`config.mk`:
```
export PLATFORM = sky130hd
export DESIGN_NAME = air_traffic_controller
export DESIGN_NICKNAME = d
export VERILOG_FILES = /design/src/rtl/air_traffic_controller.sv
export SDC_FILE = /design/constraint.sdc
export NUM_CORES = 1
export LEC_CHECK = 0
export ABC_CLOCK_PERIOD_IN_PS = 4200
export BUFFER_PORTS_ARGS = -buffer_cell sky130_fd_sc_hd__buf_2
export CELL_PAD_IN_SITES_DETAIL_PLACEMENT = 2
export CELL_PAD_IN_SITES_GLOBAL_PLACEMENT = 2
export CORE_MARGIN = 2
export CORE_UTILIZATION = 24
export CTS_CLUSTER_SIZE = 10
export DETAILED_ROUTE_END_ITERATION = 8
export GPL_TIMING_DRIVEN = 0
export PLACE_DENSITY_LB_ADDON = 0.25
export SETUP_SLACK_MARGIN = 0.1
export SLEW_MARGIN = 20
export SYNTH_ARGS = -nofsm -noshare
export SYNTH_HDL_FRONTEND = slang
export SYNTH_SLANG_ARGS = --single-unit
export TNS_END_PERCENT = 5
```
`constraint.sdc`:
```
create_clock -name clk -period 4.2 [get_ports clk]
set_input_delay 0.84 -clock clk [delete_from_list [all_inputs] [get_ports clk]]
set_output_delay 0.84 -clock clk [all_outputs]
set_load 0.01 [all_outputs]
```
`src/rtl/air_traffic_controller.sv`:
```
// Registered runway/gate arbiter: classifies requests, runs weather/fuel hold countdowns, and grants runway and gate.
// Optional gate occupancy tracking is enabled by defining ATC_GATE_TRACK_EN.
module air_traffic_controller #(
    parameter int unsigned WX_DELAY   = 12,
    parameter int unsigned FUEL_DELAY = 15,
    parameter int unsigned TICK_DIV   = 1
) (
    input  logic       clk,
    input  logic       rst,
    input  logic       weather,
    input  logic       speed,
    input  logic       range,
    input  logic       altitude,
    input  logic [1:0] fuel,
    input  logic       emergency,
    input  logic       takeoff_signal,
    input  logic [2:0] gate_number,
    output logic [1:0] allocated_runway,
    output logic [2:0] allocated_gate,
    output logic       timer_active,
    output logic [3:0] timer_value,
    output logic       alloc_valid
);

    localparam int unsigned PW = (TICK_DIV > 1) ? $clog2(TICK_DIV) : 1;

    typedef enum logic [1:0] {
        IDLE,
        COUNT,
        GRANT
    } state_t;

    state_t      state, state_d;
    logic [PW-1:0] prescale, prescale_d;
    logic [7:0]  snap, snap_d;
    logic [1:0]  runway_d;
    logic [2:0]  gate_d;
    logic        active_d, valid_d;
    logic [3:0]  timer_d;

    logic        is_emerg, is_wx, is_xfuel, is_normal, tick;
    logic [1:0]  class_runway;
    logic [7:0]  req_snap;
    logic        gate_ok;
    logic [2:0]  grant_gate;
    logic        grant_req, grant_emerg;
    logic [1:0]  grant_runway;

    assign is_emerg     = emergency | (~takeoff_signal & (fuel == 2'b00));
    assign is_wx        = ~weather;
    assign is_xfuel     = ~takeoff_signal & (fuel == 2'b11);
    assign is_normal    = takeoff_signal | (speed & range & altitude);
    assign class_runway = takeoff_signal ? (gate_number[2] ? 2'd2 : 2'd3) : 2'd1;
    assign req_snap     = {takeoff_signal, gate_number, fuel, weather, emergency};
    assign tick         = (prescale == PW'(TICK_DIV - 1));

`ifdef ATC_GATE_TRACK_EN
    logic [7:0] occupancy, occupancy_d;
    logic [2:0] free_gate;
    logic       free_found;

    always_comb begin
        free_gate  = '0;
        free_found = 1'b0;
        for (int unsigned i = 0; i < 8; i++) begin
            if (!occupancy[i] && !free_found) begin
                free_gate  = 3'(i);
                free_found = 1'b1;
            end
        end
    end

    // A full field blocks ordinary landings; emergencies still get gate 7.
    assign gate_ok    = takeoff_signal | free_found;
    assign grant_gate = takeoff_signal ? gate_number : (free_found ? free_gate : 3'd7);
`else
    assign gate_ok    = 1'b1;
    assign grant_gate = gate_number;
`endif

    always_comb begin
        state_d      = state;
        prescale_d   = prescale;
        snap_d       = snap;
        runway_d     = allocated_runway;
        gate_d       = allocated_gate;
        active_d     = timer_active;
        valid_d      = alloc_valid;
        timer_d      = timer_value;
        grant_req    = 1'b0;
        grant_emerg  = 1'b0;
        grant_runway = class_runway;
`ifdef ATC_GATE_TRACK_EN
        occupancy_d  = occupancy;
`endif

        unique case (state)
            IDLE: begin
                valid_d = 1'b0;
                if (is_emerg) begin
                    grant_req    = 1'b1;
                    grant_emerg  = 1'b1;
                    grant_runway = 2'd0;
                end else if (is_wx || is_xfuel) begin
                    state_d    = COUNT;
                    timer_d    = is_wx ? 4'(WX_DELAY) : 4'(FUEL_DELAY);
                    active_d   = 1'b1;
                    prescale_d = '0;
                end else if (is_normal) begin
                    grant_req = 1'b1;
                end
            end
            COUNT: begin
                if (is_emerg) begin
                    grant_req    = 1'b1;
                    grant_emerg  = 1'b1;
                    grant_runway = 2'd0;
                end else begin
                    prescale_d = tick ? '0 : prescale + 1'b1;
                    if (tick) begin
                        if (timer_value == 4'd1) grant_req = 1'b1;
                        else                     timer_d   = timer_value - 4'd1;
                    end
                end
            end
            GRANT: begin
                if (req_snap != snap) begin
                    if (is_emerg) begin
                        grant_req    = 1'b1;
                        grant_emerg  = 1'b1;
                        grant_runway = 2'd0;
                    end else begin
                        state_d = IDLE;
                        valid_d = 1'b0;
                    end
                end
            end
            default: state_d = IDLE;
        endcase

        // All grant paths converge here; a refused landing falls back to IDLE with the timer cleared.
        if (grant_req) begin
            timer_d    = '0;
            active_d   = 1'b0;
            prescale_d = '0;
            if (grant_emerg || gate_ok) begin
                state_d  = GRANT;
                valid_d  = 1'b1;
                runway_d = grant_runway;
                gate_d   = grant_gate;
                snap_d   = req_snap;
`ifdef ATC_GATE_TRACK_EN
                if (takeoff_signal)  occupancy_d[gate_number] = 1'b0;
                else if (free_found) occupancy_d[free_gate]   = 1'b1;
`endif
            end else begin
                state_d = IDLE;
                valid_d = 1'b0;
            end
        end
    end

    always_ff @(posedge clk) begin
        if (rst) begin
            state            <= IDLE;
            prescale         <= '0;
            snap             <= '0;
            allocated_runway <= '0;
            allocated_gate   <= '0;
            timer_active     <= 1'b0;
            timer_value      <= '0;
            alloc_valid      <= 1'b0;
`ifdef ATC_GATE_TRACK_EN
            occupancy        <= '0;
`endif
        end else begin
            state            <= state_d;
            prescale         <= prescale_d;
            snap             <= snap_d;
            allocated_runway <= runway_d;
            allocated_gate   <= gate_d;
            timer_active     <= active_d;
            timer_value      <= timer_d;
            alloc_valid      <= valid_d;
`ifdef ATC_GATE_TRACK_EN
            occupancy        <= occupancy_d;
`endif
        end
    end

endmodule

```
==> results.md, run 1 <==
- Clock Path Buffers: 2
- GP Congestion: 0.771
- Synth area leader: dfxtp_1
- Count of final setup violators: 0
- Congestion Overflow GR: 0
- Total CTS buffers: 3
- Worst r2r src: timer_value[1]
- Complex-gate fraction of the synthesized area: 25.3%
- # DRC: 0
- Reg2Reg Setup Slack: 2.28 ns
- ANT nets after route: 0
- Skew-Pair Late Insertion Delay: 0.26 ns
- Largest family of logic cells by synthesized area: compound AO/OA/AOI/OAI gates
- Initial drt markers: 22
- # H-tree levels: 1
- Min Tclk post-route: 2.26 ns
- Clk slew on worst S/H paths: 0.07 ns
- CORE AREA: 4090 um^2
- Nets: 173
- Slew HR: 65.5%
- Most common cell in the netlist: dfxtp_1
- Net switching power: 132 uW
- Status: finished, final reports clean
- Clock Tree Root: clkbuf_8
- Sequential area share after synthesis: 34.5%
- Fin. max-slew vios: 0
- Synth cell count leaders: dfxtp_1, a21oi_1, nand3_1
- Tcrit/Tclk final: 53.9%
- Final HPWL DP: 2700 um
- Prevailing post-synth register cell: dfxtp_1
- Max-cap check violation count: 0
- Leading post-synthesis cells by cell area: dfxtp_1, a21oi_1, nand3_1
- Crit start category: input port
- Synth warnings: 0
- Post-synth ARST share: 0%
- Core Rows: 23
- Largest net degree at the start of global routing: 11
- Horiz. Die Dim: 69.9 um
- R2r endpoint: snap[7]
- Largest stage delay, worst path: 0.46 ns
- Post-synthesis adder-cell area fraction: 2.40%
- Synthesized area: 1040 um^2
- Vias in the first global route: 1186
- Worst Hold Class: reg -> reg
- Clock power share: 30.3%
- Area growth, synth to finish: 21.0%
- Hold_buf cts: 0
- Pwr Total: 416 uW
- Via Count: 1096
- CP endpoint kind: register
- Int Pwr: 285 uW
- Total GRT Usage: 15.4%
- Vias per cell: 5.32
- Total Die Area: 4890 um^2
- Die height: 69.9 um
- Synth Area in XOR/XNOR: 6.71%
- Critical path origin: fuel[0]
- Post-synth EDFFs: 0
- Crit-path cells: buf_2 -> nor3_1 -> nor2_1 -> a211oi_4 -> nor2_2 -> o41ai_2
- DP Cell Count: 203
- Sequential cell fraction of total power: 45.6%
- Post-CTS setup buffer count: 0
- Unrepaired setup endpoints after global routing: no
- Required time of the worst setup path: 4.36 ns
- Synthesized flop and latch total: 18
- Fin Setup TNS: 0 ns
- R2R depth: 7
- Slew @ Worst Pin: 0.516 ns
- CTS tree: built
- Max FO, Critical Path: 10
- Netlist cell types: 35
- Switch share: 31.6%
- Clock sink count: 18
- Area fraction of the dominant cell type after synthesis: 34.5%
- Simple-gate share of the synthesized area: 23.5%
- Initial DRT Pass Iterations: 6
- Post-Synthesis Cells: 130
- Clk_skew: 0.00340 ns
- Initial antenna violation count: 0
- Max Clk Rate: 442 MHz
- Fillers: 504
- Fin. Hold Viols: 0
- WL/cell: 17.1 um
- Synth Area per Inst: 8.03 um^2
- Mux cell area share after synthesis: 0.959%
- Post-CTS Resized: 0
- Min-Delay Startpoint: snap[0]
- Number of I/O pins: 24
- Arr. time, crit path: 2.43 ns
- Post-synthesis net count: 145
- Number of diodes: 0
- Share of layout cells above drive strength 1: 25.6%
- Final std cells w/o fill: 206
- Setup CP Type: in -> reg
- Cell leakage power: 0.487 nW
- Initial cell density of the core: 25.5%
- Port bufs: 23
- Slowest-stage cell, CP: a211oi_4
- Max IR drop VDD: 0.000120 V
- WL final: 3510 um
- Final Core Density: 30.9%
- Gate power share: 24.1%
- P per Cell Area: 330 nW/um^2
- Crit path to: allocated_runway[1]
- First-pass GRT wire length: 6070 um
[area by class of cell]
type                            count  area [um^2]  share of cell area, %
Multi-Input combinational cell     98          614                   48.7
Sequential cell                    18          360                   28.5
Timing Repair Buffer               23          115                   9.12
Tap cell                           50         62.6                   4.96
Buffer                              9         50.0                   3.96
Clock buffer                        3         41.3                   3.27
Inverter                            5         18.8                   1.49
[worst max-delay path, delay by kind of cell]
| kind | cells | cell delay, ns |
|---|---|---|
| AOI/OAI and AO/OA | 2 | 0.76 |
| and+or+nand+nor | 3 | 0.70 |
| buffers and inverters | 1 | 0.12 |
[power groups by stage]
stage                     sequential, mW  combinational, mW  clock (mW)
after global routing               0.191              0.113       0.139
after floorplan                    0.194             0.0631           0
final                              0.190              0.100       0.126
after CTS                          0.190              0.102       0.129
after detailed placement           0.194              0.101           0
after global placement             0.193             0.0971           0
[registers in the layout (all words and copies together) (netlist names)]
name,flops
timer_value,4
allocated_runway,2
alloc_valid,1
timer_active,1
allocated_gate,2
state,2
snap,6
[layer usage]
metal,vias to the layer above,GRT usage (%),wire length (um),part of all wire (%)
li1,525,-,-,-
met1,543,19.8,1590,45
met2,23,26.8,1800,51
met3,5,2.16,80,2.3
met4,0,4.70,46,1.3
met5,-,0,0,0
[cells by family after synthesis]
family                     after synthesis
AOI/OAI and AO/OA                       41
xor gates and xnor gates                 8
adders and majority gates                2
buffers and inverters                   14
DFF                                     18
muxes                                    1
and+or+nand+nor                         46
[cell usage in the layout (no fill, tap or decap), drive strengths merged]
master | Yosys | routed
a211o | 1 | 1
a211oi | 2 | 2
a21o | 1 | 1
a21oi | 17 | 17
a22oi | 1 | 1
a311oi | 1 | 1
a31o | 1 | 1
a31oi | 1 | 1
a41o | 1 | 1
and4 | 2 | 2
buf | 7 | 30
clkbuf | 2 | 5
dfxtp | 18 | 18
ha | 2 | 2
inv | 5 | 5
mux2i | 1 | 1
nand2 | 3 | 3
nand3 | 15 | 15
nand3b | 1 | 1
nand4 | 3 | 3
nor2 | 10 | 10
nor2b | 3 | 3
nor3 | 6 | 6
nor4b | 1 | 1
o211ai | 2 | 2
o21ai | 10 | 10
o22ai | 2 | 2
o41ai | 1 | 1
or2 | 1 | 1
or3b | 1 | 1
xnor2 | 8 | 8
[worst min-delay path by stage]
stage	endpoint	slack [ns]	depth (start not counted)
floorplan	snap[0]	0.46	2
global placement	snap[0]	0.47	2
detailed placement	snap[0]	0.48	2
CTS	snap[0]	0.49	2
global route	snap[0]	0.51	2
finish	snap[0]	0.49	2
[metrics by stage]
stage	area, um^2	worst slack, ns	hold WS, ns
2_1_floorplan	1040	2.23	0.456
3_3_place_gp	1220	1.73	0.466
4_1_cts	1260	1.92	0.489
3_5_place_dp	1220	1.65	0.479
6_report	1260	1.94	0.486
5_1_grt	1260	1.77	0.513
Power figures use the tool's default switching activity.
==> inputs of run 2 (changes only) <==
Settings changed: ABC_CLOCK_PERIOD_IN_PS 4200 to 2200.
Clock period 4.2 ns to 2.2 ns, I/O delays scaled along.
==> results.md, run 2 (synthesis results as in run 1) <==
- Status: finished, final reports clean
- Core Rows: 23
- Slew HR: 65.5%
- # H-tree levels: 1
- Commonest non-fill, non-tap cell in the layout: buf_2
- Max IR drop VDD: 0.000229 V
- Post-CTS setup buffer count: 0
- Horiz. Die Dim: 69.9 um
- Vias in the first global route: 1186
- Required time of the worst setup path: 2.36 ns
- Cell leakage power: 0.489 nW
- Fillers: 503
- Area growth, synth to finish: 21.6%
- Min Tclk post-route: 1.91 ns
- Worst Hold Class: in -> reg
- Congestion Overflow GR: 0
- Setup CP Type: in -> reg
- Fin Setup TNS: 0 ns
- Vias per cell: 5.30
- Clock Tree Root: clkbuf_8
- Skew-Pair Late Insertion Delay: 0.26 ns
- GP Congestion: 0.771
- Initial DRT Pass Iterations: 6
- Tcrit/Tclk final: 86.7%
- CP endpoint kind: register
- Number of diodes: 0
- ANT nets after route: 0
- DP Cell Count: 203
- Total Die Area: 4890 um^2
- Clk_skew: 0.00334 ns
- Largest net degree at the start of global routing: 11
- Reg2Reg Setup Slack: 0.38 ns
- Count of final setup violators: 0
- Final std cells w/o fill: 206
- Number of I/O pins: 24
- Clk slew on worst S/H paths: 0.07 ns
- Initial cell density of the core: 25.5%
- Pwr Total: 795 uW
- Post-CTS Resized: 0
- Initial antenna violation count: 0
- Unrepaired setup endpoints after global routing: no
- Multi-input combinational cell area: 621 um^2
- WL/cell: 16.9 um
- Clock sink count: 18
- Total GRT Usage: 15.4%
- Final HPWL DP: 2700 um
- P per Cell Area: 627 nW/um^2
- Nets: 173
- # DRC: 0
- Clock Path Buffers: 2
- Via Count: 1092
- Max FO, Critical Path: 10
- Hold_buf cts: 0
- Largest regs: snap (6), timer_value (4)
- Share of layout cells above drive strength 1: 26.3%
- Port bufs: 23
- Fin Hold WS: 0.461 ns
- Slew @ Worst Pin: 0.516 ns
- Initial drt markers: 23
- Max FFs per register: 6
- Arr. time, crit path: 2.07 ns
- WL final: 3490 um
- Most frequent cells in the layout: buf_2, dfxtp_1, a21oi_1
- CTS tree: built
- Total CTS buffers: 3
- CORE AREA: 4090 um^2
- Fin. max-slew vios: 0
- Fin. Hold Viols: 0
- Sequential Area: 360 um^2
- First-pass GRT wire length: 6070 um
- Max Clk Rate: 524 MHz
- Most flops, register: snap
- Max-cap check violation count: 0
- Die height: 69.9 um
- Crit start category: input port
==> run 2: cell counts in the layout (fill, tap and decap cells not counted) <==
Identical to the previous run, type by type.
==> run 2: final timing paths <==
check | end | cells past startpoint | start
max | allocated_runway[1] | 6 | fuel[0]
min | state[0] | 2 | rst
max reg2reg | snap[7] | 7 | timer_value[1]
min reg2reg | snap[0] | 2 | snap[0]
==> run 2: layer usage <==
| layer | vias up | share of wire (%) | GRT usage [%] |
|---|---|---|---|
| met5 | - | 0 | 0 |
| met4 | 0 | 1.3 | 4.70 |
| met3 | 5 | 2.3 | 2.16 |
| met2 | 20 | 52 | 26.8 |
| met1 | 543 | 45 | 19.8 |
| li1 | 524 | - | - |
==> run 2: area by class of cell <==
type                    count  area share, %
clock buffers               3           3.25
plain buffers               9           3.94
repair buffers             23           9.07
multi-input cells          98           48.9
inverters                   5           1.48
flip-flops and latches     18           28.4
well taps                  50           4.93
==> run 2: critical path: stages <==
cell and delay [ns]:
buf_2 0.12, nor3_1 0.44, nor2_1 0.18, a211oi_4 0.46, nor2_2 0.12, o41ai_2 0.30
==> run 2: power by group <==
| group | total [mW] | switching [mW] | leakage [nW] | internal, mW |
|---|---|---|---|---|
| registers | 0.363 | 0.0159 | 0.148 | 0.347 |
| logic | 0.192 | 0.117 | 0.319 | 0.0753 |
| clock network | 0.241 | 0.119 | 0.0216 | 0.122 |
| total | 0.795 | 0.252 | 0.489 | 0.544 |
==> run 2: through the flow <==
step	util, %	cell area, um^2	setup slack [ns]
5_1_grt	31.0	1270	0.141
6_report	31.0	1270	0.292
3_3_place_gp	29.9	1220	0.127
4_1_cts	30.9	1260	0.255
2_1_floorplan	-	1040	0.542
3_5_place_dp	29.9	1220	0.0517
==> inputs of run 3 (changes only) <==
Settings changed: CORE_UTILIZATION 24 to 30.
==> results.md, run 3 (synthesis results as in run 1) <==
- Status: finished, final reports clean
- Max FO, Critical Path: 10
- Max IR drop VDD: 0.000422 V
- Clk slew on worst S/H paths: 0.12 ns
- Congestion Overflow GR: 0
- Setup CP Type: in -> reg
- Worst Hold Class: in -> reg
- Core Rows: 21
- Area growth, synth to finish: 20.6%
- P per Cell Area: 615 nW/um^2
- Nets: 173
- Die height: 63.0 um
- Total GRT Usage: 18.9%
- Cell leakage power: 0.488 nW
- Min Tclk post-route: 1.83 ns
- WL/cell: 17.3 um
- Required time of the worst setup path: 2.42 ns
- Final std cells w/o fill: 203
- Vias in the first global route: 1216
- Most flops, register: snap
- # H-tree levels: 1
- Share of layout cells above drive strength 1: 26.8%
- Fillers: 424
- First-pass GRT wire length: 5890 um
- Tcrit/Tclk final: 83.0%
- Clk_skew: 0.00915 ns
- Via Count: 1116
- Total CTS buffers: 3
- Slew HR: 65.7%
- Reg2Reg Setup Slack: 0.37 ns
- Final HPWL DP: 2610 um
- Post-route cell area: 1260 um^2
- Skew-Pair Late Insertion Delay: 0.30 ns
- CP endpoint kind: register
- Total Die Area: 3970 um^2
- # DRC: 0
- Crit start category: input port
- Fin Hold WS: 0.396 ns
- Max FFs per register: 6
- ANT nets after route: 0
- WL final: 3520 um
- CTS tree: built
- Commonest non-fill, non-tap cell in the layout: buf_2
- Count of final setup violators: 0
- Initial drt markers: 59
- Arr. time, crit path: 2.05 ns
- Port bufs: 23
- Max Clk Rate: 547 MHz
- Post-CTS setup buffer count: 0
- Max-cap check violation count: 0
- Clock Path Buffers: 2
- Unrepaired setup endpoints after global routing: no
- Initial DRT Pass Iterations: 4
- Vias per cell: 5.50
- Initial cell density of the core: 31.3%
- Number of I/O pins: 24
- Final Core Density: 37.7%
- Clock sink count: 18
- Fin Setup TNS: 0 ns
- Dpl cell area: 1220 um^2
- Number of diodes: 0
- Clock Tree Root: clkbuf_4
- Fin. max-slew vios: 0
- Slew @ Worst Pin: 0.511 ns
- Initial antenna violation count: 0
- CORE AREA: 3340 um^2
- Largest net degree at the start of global routing: 11
- Largest regs: snap (6), timer_value (4)
- Most frequent cells in the layout: buf_2, dfxtp_1, a21oi_1
- Fin. Hold Viols: 0
- GP Congestion: 0.761
- Horiz. Die Dim: 63.0 um
- DP Cell Count: 199
[run 3: cell count changes in the layout (fill, tap and decap cells not counted), sizes merged]
| cell | previous run | this run |
|---|---|---|
| clkbuf | 5 | 6 |
[run 3: area by class of cell]
class | count | area (um^2) | share of cell area [%]
buffer | 9 | 50.0 | 3.98
clock buffer | 4 | 36.3 | 2.88
inverter | 5 | 18.8 | 1.49
multi-input combinational | 98 | 621 | 49.3
sequential | 18 | 360 | 28.6
tap | 46 | 57.6 | 4.57
timing repair buffer | 23 | 115 | 9.15
[run 3: what timing repair did]
action | CTS | global route
resized for setup | 0 | 1
hold buffers | 0 | 0
endpoints found under the setup margin | 0 | 8
[run 3: final timing paths]
path | start | end | depth (start not counted)
hold reg to reg | snap[2] | snap[2] | 2
setup / recovery | fuel[0] | allocated_runway[1] | 6
hold / removal | rst | timer_active | 2
setup reg to reg | timer_value[1] | snap[7] | 7
[run 3: routing by layer]
layer / global-route usage, % / share of wire, % / vias up
li1: - / - / 532
met1: 22.5 / 45 / 560
met2: 35.2 / 52 / 22
met3: 3.96 / 2.8 / 2
met4: 2.22 / 0.45 / 0
met5: 0 / 0 / -
[run 3: critical path: stages]
cell and delay (ns):
buf_2 0.13, nor3_1 0.46, nor2_1 0.18, a211oi_4 0.45, nor2_2 0.11, o41ai_2 0.28
[run 3: report_power, final]
group / switching [mW] / leakage (nW) / internal [mW] / total (mW)
sequential: 0.0156 / 0.148 / 0.347 / 0.362
combinational: 0.118 / 0.319 / 0.0753 / 0.193
clock: 0.118 / 0.0210 / 0.101 / 0.219
total: 0.251 / 0.488 / 0.523 / 0.774
[run 3: metrics by stage]
| step | power [mW] | setup WS, ns |
|---|---|---|
| final | 0.774 | 0.373 |
| after global routing | 0.818 | 0.147 |
| after CTS | 0.780 | 0.240 |
| after detailed placement | 0.561 | 0.105 |
| after global placement | 0.552 | 0.143 |
| after floorplan | 0.490 | 0.542 |
